## config.mk

```make
export PLATFORM = sky130hd
export DESIGN_NAME = logic_bist
export DESIGN_NICKNAME = d
export VERILOG_FILES = /design/src/rtl/alu_pkg.sv /design/src/rtl/lfsr32.sv /design/src/rtl/logic_bist.sv
export SDC_FILE = /design/constraint.sdc
export NUM_CORES = 1
export LEC_CHECK = 0
export ABC_AREA = 0
export CAP_MARGIN = 0
export CORE_UTILIZATION = 60
export CTS_BUF_LIST = sky130_fd_sc_hd__clkbuf_4 sky130_fd_sc_hd__clkbuf_8
export DETAILED_ROUTE_END_ITERATION = 10
export DONT_BUFFER_PORTS = 1
export PLACE_DENSITY = 0.76
export SLEW_MARGIN = 5
export SYNTH_ARGS = -nofsm -noshare
export SYNTH_HDL_FRONTEND = slang
export SYNTH_SLANG_ARGS = --single-unit
```

## constraint.sdc

```tcl
create_clock -name clk -period 5.1 [get_ports clk]
set_clock_uncertainty 0.15 [all_clocks]
set_input_delay 1.02 -clock clk [delete_from_list [all_inputs] [get_ports clk]]
set_output_delay 1.02 -clock clk [all_outputs]
set_load 0.02 [all_outputs]
```

## src/rtl/alu_pkg.sv

```systemverilog
// alu_pkg: op encodings, LFSR polynomial and BIST FSM states shared by the ALU BIST blocks
package alu_pkg;
  localparam logic [1:0] OP_AND = 2'd0;
  localparam logic [1:0] OP_OR  = 2'd1;
  localparam logic [1:0] OP_XOR = 2'd2;
  localparam logic [1:0] OP_NOR = 2'd3;
  localparam logic [31:0] LFSR_POLY = 32'h80200003;
  typedef enum logic [1:0] {IDLE, DRIVE, CHECK, DONE} state_t;
endpackage

```

## src/rtl/lfsr32.sv

```systemverilog
// lfsr32: 32-bit right-shifting Galois LFSR with seed load and step enable
module lfsr32
  import alu_pkg::*;
#(
  parameter logic [31:0] SEED = 32'h1
) (
  input  logic        clk,
  input  logic        rst_n,
  input  logic        load,
  input  logic        step,
  output logic [31:0] q
);
  always_ff @(posedge clk or negedge rst_n)
    if (!rst_n) q <= SEED;
    else if (load) q <= SEED;
    else if (step) q <= {1'b0, q[31:1]} ^ (q[0] ? LFSR_POLY : 32'h0);
endmodule

```

## src/rtl/logic_bist.sv

```systemverilog
// logic_bist: LFSR-driven self-test of the ALU bitwise units with golden compare and error capture
module logic_bist
  import alu_pkg::*;
#(
  parameter int          WIDTH       = 32,
  parameter int          NUM_VECTORS = 16,
  parameter logic [31:0] SEED_A      = 32'hF114002A,
  parameter logic [31:0] SEED_B      = 32'hDBB44050
) (
  input  logic             clk,
  input  logic             rst_n,
  input  logic             start,
  output logic [WIDTH-1:0] first,
  output logic [WIDTH-1:0] second,
  output logic [1:0]       op_sel,
  input  logic [WIDTH-1:0] result,
  output logic             busy,
  output logic             done,
  output logic             pass,
  output logic [7:0]       err_count,
  output logic [7:0]       fail_index
);
  state_t state, state_nx;
  logic [7:0] vec;
  logic [1:0] op;
  logic [31:0] lfsr_a, lfsr_b;
  logic [WIDTH-1:0] golden;
  logic go, last_op, last_vec, mismatch;
  assign go       = start && (state == IDLE || state == DONE);
  assign last_op  = op == OP_NOR;
  assign last_vec = vec == 8'(NUM_VECTORS - 1);
  assign op_sel   = op;
  // operands read as zero outside a run so reset/idle outputs are all-zero
  assign first  = busy ? WIDTH'(lfsr_a) : '0;
  assign second = busy ? WIDTH'(lfsr_b) : '0;
  assign golden = op == OP_AND ? first & second :
                  op == OP_OR  ? first | second :
                  op == OP_XOR ? first ^ second : ~(first | second);
  assign mismatch = state == CHECK && result != golden;
  lfsr32 #(.SEED(SEED_A)) u_lfsr_a (
    .clk(clk), .rst_n(rst_n), .load(go),
    .step(state == CHECK && last_op && !last_vec), .q(lfsr_a)
  );
  lfsr32 #(.SEED(SEED_B)) u_lfsr_b (
    .clk(clk), .rst_n(rst_n), .load(go),
    .step(state == CHECK && last_op && !last_vec), .q(lfsr_b)
  );
  always_ff @(posedge clk or negedge rst_n)
    if (!rst_n) state <= IDLE;
    else state <= state_nx;
  always_comb begin
    state_nx = state;
    busy     = state == DRIVE || state == CHECK;
    done     = state == DONE;
    pass     = state == DONE && err_count == 8'd0;
    case (state)
      IDLE, DONE: state_nx = go ? DRIVE : state;
      DRIVE:      state_nx = CHECK;
      default:    state_nx = last_op && last_vec ? DONE : DRIVE;
    endcase
  end
  always_ff @(posedge clk or negedge rst_n)
    if (!rst_n) begin
      vec        <= '0;
      op         <= '0;
      err_count  <= '0;
      fail_index <= 8'hFF;
    end else if (go) begin
      vec        <= '0;
      op         <= '0;
      err_count  <= '0;
      fail_index <= 8'hFF;
    end else if (state == CHECK) begin
      op <= op + 2'd1;
      if (last_op && !last_vec) vec <= vec + 8'd1;
      if (mismatch && err_count != 8'hFF) err_count <= err_count + 8'd1;
      // a zero count means this is the first mismatch of the run
      if (mismatch && err_count == 8'd0) fail_index <= {vec[5:0], op};
    end
endmodule

```

### After elaboration in Yosys (flattened, before gate mapping)

Index checks and enable logic that the tools add are counted.

| cells by class | value |
|---|---|
| muxes and demuxes | 25 |
| reduce and logical (&&, ||, !) cells | 24 |
| add/sub/neg operators | 3 |
| equal/unequal tests | 10 |
| bitwise operators | 6 |

Operators with widths:

| kind | count |
|---|---|
| 32-bit 2-to-1 mux | 11 |
| 8-bit 2-to-1 mux | 9 |
| 31-bit by 32-bit XOR with 32-bit output | 2 |
| 32-bit AND | 1 |
| 32-bit != test | 1 |
| 32-bit inverter | 1 |
| 32-bit bitwise OR | 1 |
| 32-bit XOR | 1 |
| 8-bit by 1-bit adder with 8-bit output, second input constant | 2 |
| 2-bit nonzero test | 5 |
| 1-bit logical AND | 9 |
| 2-bit equality test, second input constant | 4 |
| 8-bit by 4-bit equality test with 1-bit output, second input constant | 1 |
| 8-bit zero test | 1 |
| 2-bit 2-to-1 mux | 4 |
| 8-bit != test, second input constant | 1 |
| 2-bit AND reduction | 3 |
| 2-bit by 1-bit equality test with 1-bit output, second input constant | 2 |
| 2-bit zero test | 2 |
| 2-bit case mux with 2 select lines | 1 |
| 2-bit by 1-bit adder with 2-bit output, second input constant | 1 |
| 1-bit logical OR | 2 |
| 2-bit != test, second input constant | 1 |
| 2-bit OR reduction | 1 |
| 1-bit zero test | 1 |

| word-level totals | value |
|---|---|
| flip-flop bits (word level) | 92 |
| bits of input ports | 35 |
| output and inout bits | 85 |
| logic and storage cells | 75 |

### Logic depth before layout (Yosys ltp)

Gate-level depths: netlist of the first run.

| depth | value |
|---|---|
| depth after elaboration | 14 |
| gate-level depth with buffers | 17 |
| gate-level depth less buffers | 12 |

### Cells and area by module

A second synthesis of the first run with hierarchy kept.

| unflattened totals | value |
|---|---|
| cell total of the unflattened synthesis | 802 |
| area, all modules | 6896.6 um2 |

Modules (own cells, without submodules):

| module | times used | cells each | area each (um2) | seq. area each (um2) |
|---|---|---|---|---|
| logic_bist | 1 | 588 | 4141.5 | 710.7 |
| lfsr32 at u_lfsr_a | 1 | 107 | 1381.3 | 813.3 |
| lfsr32 at u_lfsr_b | 1 | 107 | 1373.8 | 817.0 |

### Worst setup path after synthesis of the first run

Ideal clock, no wire load.

| path | value |
|---|---|
| kind | register to register |
| start point | register state[0] |
| end point | register err_count[5] |
| period minus slack after synthesis | 3.878 ns |
| data arrival time | 3.608 ns |
| stages on the path, launching flop included | 17 |
| slack | 1.222 ns |
| required time | 4.830 ns |
| path buffers | 5 |
| library setup time | 0.120 ns |
| path through | dfrtp_1 -> inv_1 -> ha_1 -> buf_2 -> clkbuf_1 -> inv_1 -> buf_1 -> nand2_1 -> ha_1 -> o221ai_1 -> and3_1 -> nor4_1 -> nand4_1 -> or4_1 -> buf_2 -> buf_6 -> a31o_1 |

| between the ends | value |
|---|---|
| word-level cells in the longest chain between the ends | 13 |
| elaborated cells between the ends (all ways) | 23 |
| classes of those cells | eq/ne (4); mux (6); bitwise (4); reduce/logical (9) |

Ends and longest elaborated chain:

| item | RTL line | RTL |
|---|---|---|
| start: declaration | logic_bist.sv:23 | `state_t state, state_nx;` |
| start signal: assignment | logic_bist.sv:50 | `else state <= state_nx;` |
| 2-bit by 1-bit equality test with 1-bit output / 2-bit equality test (equally long branches) | logic_bist.sv:53 | `busy = state == DRIVE \|\| state == CHECK;` |
| 1-bit logical OR * | logic_bist.sv:53 |  |
| named net busy | logic_bist.sv:17 | `output logic busy,` |
| 32-bit 2-to-1 mux (on tied branches) | logic_bist.sv:34, logic_bist.sv:35 |  |
| 32-bit bitwise OR | logic_bist.sv:37, logic_bist.sv:38 |  |
| 32-bit inverter | logic_bist.sv:38 | `op == OP_XOR ? first ^ second : ~(first \| second);` |
| 32-bit 2-to-1 mux | logic_bist.sv:38 |  |
| 32-bit 2-to-1 mux | logic_bist.sv:37 | `op == OP_OR ? first \| second :` |
| 32-bit 2-to-1 mux * | logic_bist.sv:36 | `assign golden = op == OP_AND ? first & second :` |
| 32-bit != test * | logic_bist.sv:39 | `assign mismatch = state == CHECK && result != golden;` |
| 1-bit logical AND * | logic_bist.sv:39 |  |
| 1-bit logical AND * | logic_bist.sv:76 | `if (mismatch && err_count != 8'hFF) err_count <= err_count + 8'd1;` |
| 2-bit nonzero test (no line) * | - |  |
| 2-bit AND reduction (no line) * | - |  |
| end signal: assignment | logic_bist.sv:76 |  |
| end: declaration | logic_bist.sv:20 | `output logic [7:0] err_count,` |

Mark *: on every way through the listed nets, which the timed path passes. The rest lies on a longest branch.
A chain may end at the register's enable or synchronous reset.

### Worst setup path after layout of the first run

| path | value |
|---|---|
| start point | register op[0], in the netlist op_sel[0] |
| end point | register err_count[6] |

| between the ends | value |
|---|---|
| word-level cells in the longest chain between the ends | 9 |
| elaborated cells between the ends (all ways) | 11 |
| classes of those cells | eq/ne (3); mux (3); reduce/logical (5) |

Ends and longest elaborated chain:

| item | RTL line | RTL |
|---|---|---|
| start: declaration | logic_bist.sv:25 | `logic [1:0] op;` |
| start signal: assignment | logic_bist.sv:74 | `op <= op + 2'd1;` |
| 2-bit equality test | logic_bist.sv:38 |  |
| 32-bit 2-to-1 mux | logic_bist.sv:38 |  |
| 32-bit 2-to-1 mux | logic_bist.sv:37 |  |
| 32-bit 2-to-1 mux * | logic_bist.sv:36 |  |
| 32-bit != test * | logic_bist.sv:39 |  |
| 1-bit logical AND * | logic_bist.sv:39 |  |
| 1-bit logical AND * | logic_bist.sv:76 |  |
| 2-bit nonzero test (no line) * | - |  |
| 2-bit AND reduction (no line) * | - |  |

Every way passes the cells marked *; elsewhere a longest branch is shown, timed or not.

==> metrics.txt, run 1 <==
final slew viol count=0; pin slew with the least headroom to its limit=between 1 and 1.5 ns; FF-to-FF End=err_count[6]$_DFFE_PN0P_; DRT Pass-1 Iters=5; GRT overflow=0; worst skew pair latency=0.38 ns; Worst IR Drop VDD=0.09999 mV; Port-buffer cells=0; layout cells sized above 1=just over 8%; Mapped Cells=849; Placed Instances=~950; synth top area cells=dfrtp_1, dfstp_2, nand2_1; final hold viol count=0; initial antenna violation count=0; Post-synth EDFFs=0; Async SR Flop Fraction=between 90% and 100%; hold crit path type=in2async; non-filler cells, final=slightly below 1000; Post-DP HPWL=around 13000 um; Area Growth Syn to Fin=4.050%; CP required=~5.2 ns; CTS tree=yes; Synth warnings=0; fillcell total=930; status=finished clean; Critical Path AT=roughly 4.6 ns; count of cell types in the netlist=39; core area=between 10000 and 15000 um^2; top_reg_cell synth=dfrtp_1; GP Congestion=0.9083; Reg clk slew, reported paths=~0.090 ns; Via-to-Cell Ratio=roughly 6.5; Core Rows=37; Reg2Reg Depth=11; Final ANT Viol Nets=0; Worst Setup EP=err_count[6]$_DFFE_PN0P_; total wire length=18590 um; Die Span Y=106.0 um; CP max FO=19; Mapped Nets=around 900; Chip Width=~110 um; Synth area leader=dfrtp_1; die area=11230 um^2; 1st-iter DRT viols=around 600; sequential area share after synthesis=36.08%; Tcrit/Tclk final=between 80% and 90%; crit path from=op_sel[0]$_DFFE_PN0P_; minimum clock period=4.545 ns; CTS buffer count=9; DR vias=between 6000 and 7000; hold_ws=0.1743 ns; Worst slew margin=around 19%; FF-to-FF setup slack=between 0.5 and 0.6 ns; P per Cell Area=approximately 190 nW/um^2; largest net degree at the start of global routing=between 90 and 100; ANT cells=0; register bit total from synthesis=between 90 and 100; final number of setup-violating endpoints=0; post_cts resized=0; hold-fix buffers at CTS=0; Post-CTS Setup Bufs=0; CTS sink cnt=92; post-synthesis cell area=roughly 6500 um^2; Yosys top cell area share=a little under a quarter; Starting Density=between 60% and 70%; maximum clock path buffer count=2; first-pass GRT wire length=30500 um; Reg-to-Reg Start=op_sel[0]$_DFFE_PN0P_; total negative setup slack=0 ns; Routed WL per cell=around 19 um; vias in the first global route=6102; RSZ-0062 raised after global routing=false; Root Driver=clkbuf_8; fmax=220.0 MHz; Leak Pwr=~3.3 nW; crit start category=flip-flop; CTS H-tree lvls=3; DRC viols=0; Max Cap Violations=0; Critical Path End Type=flip-flop; Total Routing Usage GR=34.60%; mean post-synth cell area=7.641 um^2; critical path type=reg2reg; Top Ports=120; fin nets=roughly 900
==> registers in the layout (all words and copies together), names as in the netlist <==
register and flops:
u_lfsr_b.q 32, err_count 8, u_lfsr_a.q 32, fail_index 8
op_sel 2, vec 8, state 2
==> how the worst min path moves through the flow <==
stage,start,to,slack [ns],depth (start not counted)
floorplan,u_lfsr_a.q[31]$_DFFE_PN1P_,u_lfsr_a.q[30]$_DFFE_PN1P_,0.33,2
global placement,u_lfsr_b.q[25]$_DFFE_PN1P_,u_lfsr_b.q[24]$_DFFE_PN1P_,0.34,2
detailed placement,u_lfsr_b.q[28]$_DFFE_PN1P_,u_lfsr_b.q[28]$_DFFE_PN1P_,0.35,2
CTS,rst_n,u_lfsr_b.q[29]$_DFFE_PN0P_,0.16,0
global route,rst_n,u_lfsr_b.q[19]$_DFFE_PN0P_,0.16,0
finish,rst_n,err_count[3]$_DFFE_PN0P_,0.17,0
==> metrics by stage <==
stage                     util [%]  setup WS [ns]  power [mW]  area [um^2]
final                        64.80         0.5551       1.259         6750
after global routing         64.80         0.3767       1.295         6750
after CTS                    64.80         0.6728       1.266         6750
after detailed placement     62.93         0.7094      0.7593         6555
after global placement       62.93         0.7764      0.7593         6555
after floorplan                  -          1.222      0.7558         6487
==> cell usage after synthesis (3+ instances only) <==
| cell type | instances |
|---|---|
| o221ai_1 | 32 |
| buf_1 | 10 |
| o22a_1 | 32 |
| nor4_1 | 17 |
| or4_1 | 3 |
| nand2_1 | 199 |
| a21oi_1 | 75 |
| nand3_1 | 45 |
| a211oi_1 | 3 |
| clkbuf_1 | 35 |
| ha_1 | 43 |
| nand2b_1 | 34 |
| dfstp_2 | 31 |
| nand4_1 | 8 |
| and3_1 | 37 |
| dfrtp_1 | 61 |
| and2_1 | 3 |
| xor2_1 | 8 |
| inv_1 | 74 |
| o21ai_0 | 11 |
| nor2_1 | 51 |
| a31oi_1 | 3 |
| buf_2 | 8 |
| xnor2_1 | 6 |
==> power by group <==
group          switching (mW)  internal, mW
registers         0.000000277         0.730
logic                 0.00783       0.00830
clock network           0.280         0.232
total                   0.288         0.971
==> critical path, cell delays in order (launching register included) <==
cell and delay (ns):
dfrtp_1 0.58, inv_1 0.12, ha_1 0.25, nand2b_1 0.52, buf_4 0.42, o22a_1 0.24, and3_1 0.18, nor4_1 0.56
nand4_1 0.24, or4_1 0.75, a31oi_1 0.28, a211oi_1 0.07
==> routing by layer <==
layer	share of wire, %	global-route usage [%]
met1	41	44.95
met2	47	56.07
met3	8.5	5.641
met5	0	0
met4	3.2	17.26
==> final cells by class <==
class	instances	area [um^2]	share of cell area, %
inverter	74	277.8	4.115
tap	136	170.2	2.521
clock buffer	10	131.4	1.946
sequential	92	2341	34.68
clock inverter	6	63.81	0.9453
multi-input combinational	628	3654	54.12
timing repair buffer	15	112.6	1.668
==> logic make-up (layout without fill, tap and decap cells) <==
| logic type | count (synthesis) | after routing | share of synthesized area (%) |
|---|---|---|---|
| buffers and inverters | 129 | 105 | 7.850 |
| AOI/OAI and AO/OA | 164 | 164 | 16.88 |
| and+or+nand+nor | 406 | 406 | 28.85 |
| xor gates and xnor gates | 14 | 14 | 1.890 |
| adders and majority gates | 43 | 43 | 8.293 |
| DFF | 92 | 92 | 36.08 |
| muxes | 1 | 1 | 0.1543 |
==> placed cells by master (no fill, tap or decap), types with 3 or more instances in the layout <==
cell type  instances
nand2_1          199
a21oi_1           75
inv_1             74
dfrtp_1           61
nor2_1            50
nand3_1           44
ha_1              43
and3_1            37
nand2b_1          34
o22a_1            32
o221ai_1          32
dfstp_2           31
nor4_1            17
buf_4             15
o21ai_0           11
clkbuf_8           9
nand4_1            8
xor2_1             8
xnor2_1            6
and2_1             3
a211oi_1           3
or4_1              3
a31oi_1            3
(Power assumes the default switching activity.)
==> run 2: changes to the inputs <==
--- a/config.mk
+++ b/config.mk
@@ -11,7 +11,8 @@
 export CTS_BUF_LIST = sky130_fd_sc_hd__clkbuf_4 sky130_fd_sc_hd__clkbuf_8
 export DETAILED_ROUTE_END_ITERATION = 10
 export DONT_BUFFER_PORTS = 1
-export PLACE_DENSITY = 0.76
+export GPL_ROUTABILITY_DRIVEN = 0
+export PLACE_DENSITY = 0.79
 export SLEW_MARGIN = 5
 export SYNTH_ARGS = -nofsm -noshare
 export SYNTH_HDL_FRONTEND = slang
==> constraint.sdc (replaced) <==
create_clock -name clk -period 3.8 [get_ports clk]
set_clock_uncertainty 0.15 [all_clocks]
set_input_delay 0.76 -clock clk [delete_from_list [all_inputs] [get_ports clk]]
set_output_delay 0.76 -clock clk [all_outputs]
set_load 0.02 [all_outputs]
==> metrics.txt, run 2 (synthesis gave the netlist of run 1 again) <==
first-pass GRT wire length=29040 um; CTS H-tree lvls=3; hold crit path type=in2async; top flop regs=u_lfsr_a.q x32, u_lfsr_b.q x32; Leak Pwr=between 3 and 4 nW; Post-DP HPWL=11800 um; Die Span Y=about 110 um; FF-to-FF End=err_count[6]$_DFFE_PN0P_; Root Driver=clkbuf_8; Top Ports=120; total wire length=~18000 um; Via-to-Cell Ratio=approximately 6.4; 1st-iter DRT viols=582; Worst Setup EP=err_count[6]$_DFFE_PN0P_; Critical Path End Type=flip-flop; final slew viol count=0; worst skew pair latency=~0.37 ns; Reg2Reg Depth=12; largest net degree at the start of global routing=65; Post-Layout Inst Area=between 7000 and 8000 um^2; status=finished clean; Total Routing Usage GR=roughly a third; vias in the first global route=a little under 6000; final hold viol count=0; met2 GRT Util=between 50% and 60%; Reg clk slew, reported paths=about 0.10 ns; RSZ-0062 raised after global routing=false; Final ANT Viol Nets=0; non-filler cells, final=970; Port-buffer cells=0; placed cell area=~6700 um^2; CTS sink cnt=92; DR vias=~6200; ANT cells=0; met3 GRT Util=between 4 and 5%; fin nets=around 910; GRT overflow=0; Worst IR Drop VDD=roughly 0.16 mV; DRC viols=0; crit path from=state[1]$_DFFE_PN0P_; hold_ws=roughly 0.08 ns; Reg-to-Reg Start=state[1]$_DFFE_PN0P_; critical path type=reg2reg; pin slew with the least headroom to its limit=roughly 0.86 ns; DRT Pass-1 Iters=7; CP required=approximately 3.9 ns; Placed Instances=between 900 and 1000; Max Cap Violations=0; layout cells sized above 1=approximately 11%; fmax=roughly 270 MHz; Util after Layout=between 60 and 70%; FF-to-FF setup slack=around 0.16 ns; die area=11230 um^2; CTS tree=yes; GR met1 Demand/Resource=44.42%; CTS buffer count=9; P per Cell Area=between 200 and 250 nW/um^2; gr busiest metal=met2; Core Rows=37; Area Growth Syn to Fin=8.717%; Routed WL per cell=18.73 um; most frequent cells in the layout=nand2_1, a21oi_1, inv_1, dfrtp_1, nor2_1; initial antenna violation count=0; minimum clock period=between 3 and 4 ns; Critical Path AT=about 3.7 ns; Tcrit/Tclk final=~96%; fillcell total=874; crit start category=flip-flop; maximum clock path buffer count=2; commonest non-fill, non-tap cell in the layout=nand2_1; Chip Width=around 110 um; final number of setup-violating endpoints=0; core area=about 10000 um^2; CP max FO=33; Starting Density=between 60% and 70%; Worst slew margin=between 40 and 50%
-- run 2: changes by cell type in the layout (fill, tap and decap cells not counted), moves of 2 or more --
cell / previous run / this run
clkbuf_8: 9 / 11
nor4_4: 0 / 2
clkinvlp_4: 2 / 0
buf_12: 0 / 7
nor4_2: 1 / 8
nor4_1: 17 / 8
-- run 2: stage by stage --
step / worst slack (ns) / total power [mW] / setup TNS (ns)
detailed placement: -0.1142 / 1.019 / -0.3360
finish: 0.1608 / 1.720 / 0
CTS: 0.01222 / 1.721 / 0
global placement: 0.03180 / 1.019 / 0
floorplan: 0.06615 / 1.014 / 0
global route: 0.04611 / 1.764 / 0
-- run 2: final cells by class --
| class | count | area [um^2] | area share, % |
|---|---|---|---|
| Multi-Input combinational cell | 628 | 3749 | 53.15 |
| Clock inverter | 4 | 48.80 | 0.6919 |
| Sequential cell | 92 | 2341 | 33.19 |
| Tap cell | 136 | 170.2 | 2.413 |
| Timing Repair Buffer | 24 | 305.3 | 4.329 |
| Inverter | 74 | 280.3 | 3.974 |
| Clock buffer | 12 | 158.9 | 2.253 |
-- run 2: where the power goes --
part,internal (mW),leakage [nW],switching (mW)
Sequential,0.980,0.963,0.000000390
Combinational,0.0179,2.31,0.0260
Clock,0.347,0.110,0.350
Total,1.34,3.38,0.376
-- run 2: critical path, cell delays in order (launching register included) --
cell and delay [ns]:
dfrtp_1 0.44, ha_4 0.34, buf_12 0.19, or2_1 0.17
buf_12 0.21, o221ai_1 0.17, and3_1 0.24, nor4_4 0.32
nand4_1 0.22, or4_4 0.57, buf_4 0.21, a31oi_1 0.18
a211oi_1 0.07
-- run 2: worst min-delay path by stage --
stage           from                          to  slack, ns  cells after the start
2_1_floorplan  rst_n    err_count[0]$_DFFE_PN0P_       0.31                      0
3_3_place_gp   rst_n  u_lfsr_a.q[26]$_DFFE_PN0P_       0.32                      0
3_5_place_dp   rst_n  u_lfsr_a.q[26]$_DFFE_PN0P_       0.32                      0
4_1_cts        rst_n  u_lfsr_b.q[14]$_DFFE_PN1P_       0.07                      0
5_1_grt        rst_n  u_lfsr_b.q[14]$_DFFE_PN1P_       0.06                      0
6_report       rst_n  u_lfsr_b.q[14]$_DFFE_PN1P_       0.08                      0
-- run 2: repair_timing --
item / 4_1_cts / 5_1_grt
endpoints found under the hold margin: 61 / 0
pin swaps: 1 / 5
gates resized for setup: 3 / 17
setup buffers: 0 / 2
hold buffers: 1 / 0
gates cloned: 0 / 1
endpoints found under the setup margin: 14 / 14
-- run 2: layer usage --
| layer | wire length, um | vias to the layer above |
|---|---|---|
| met5 | 0 | - |
| met4 | 461 | 0 |
| met3 | 1527 | 39 |
| met2 | 8481 | 311 |
| met1 | 7694 | 3020 |
| li1 | - | 2869 |
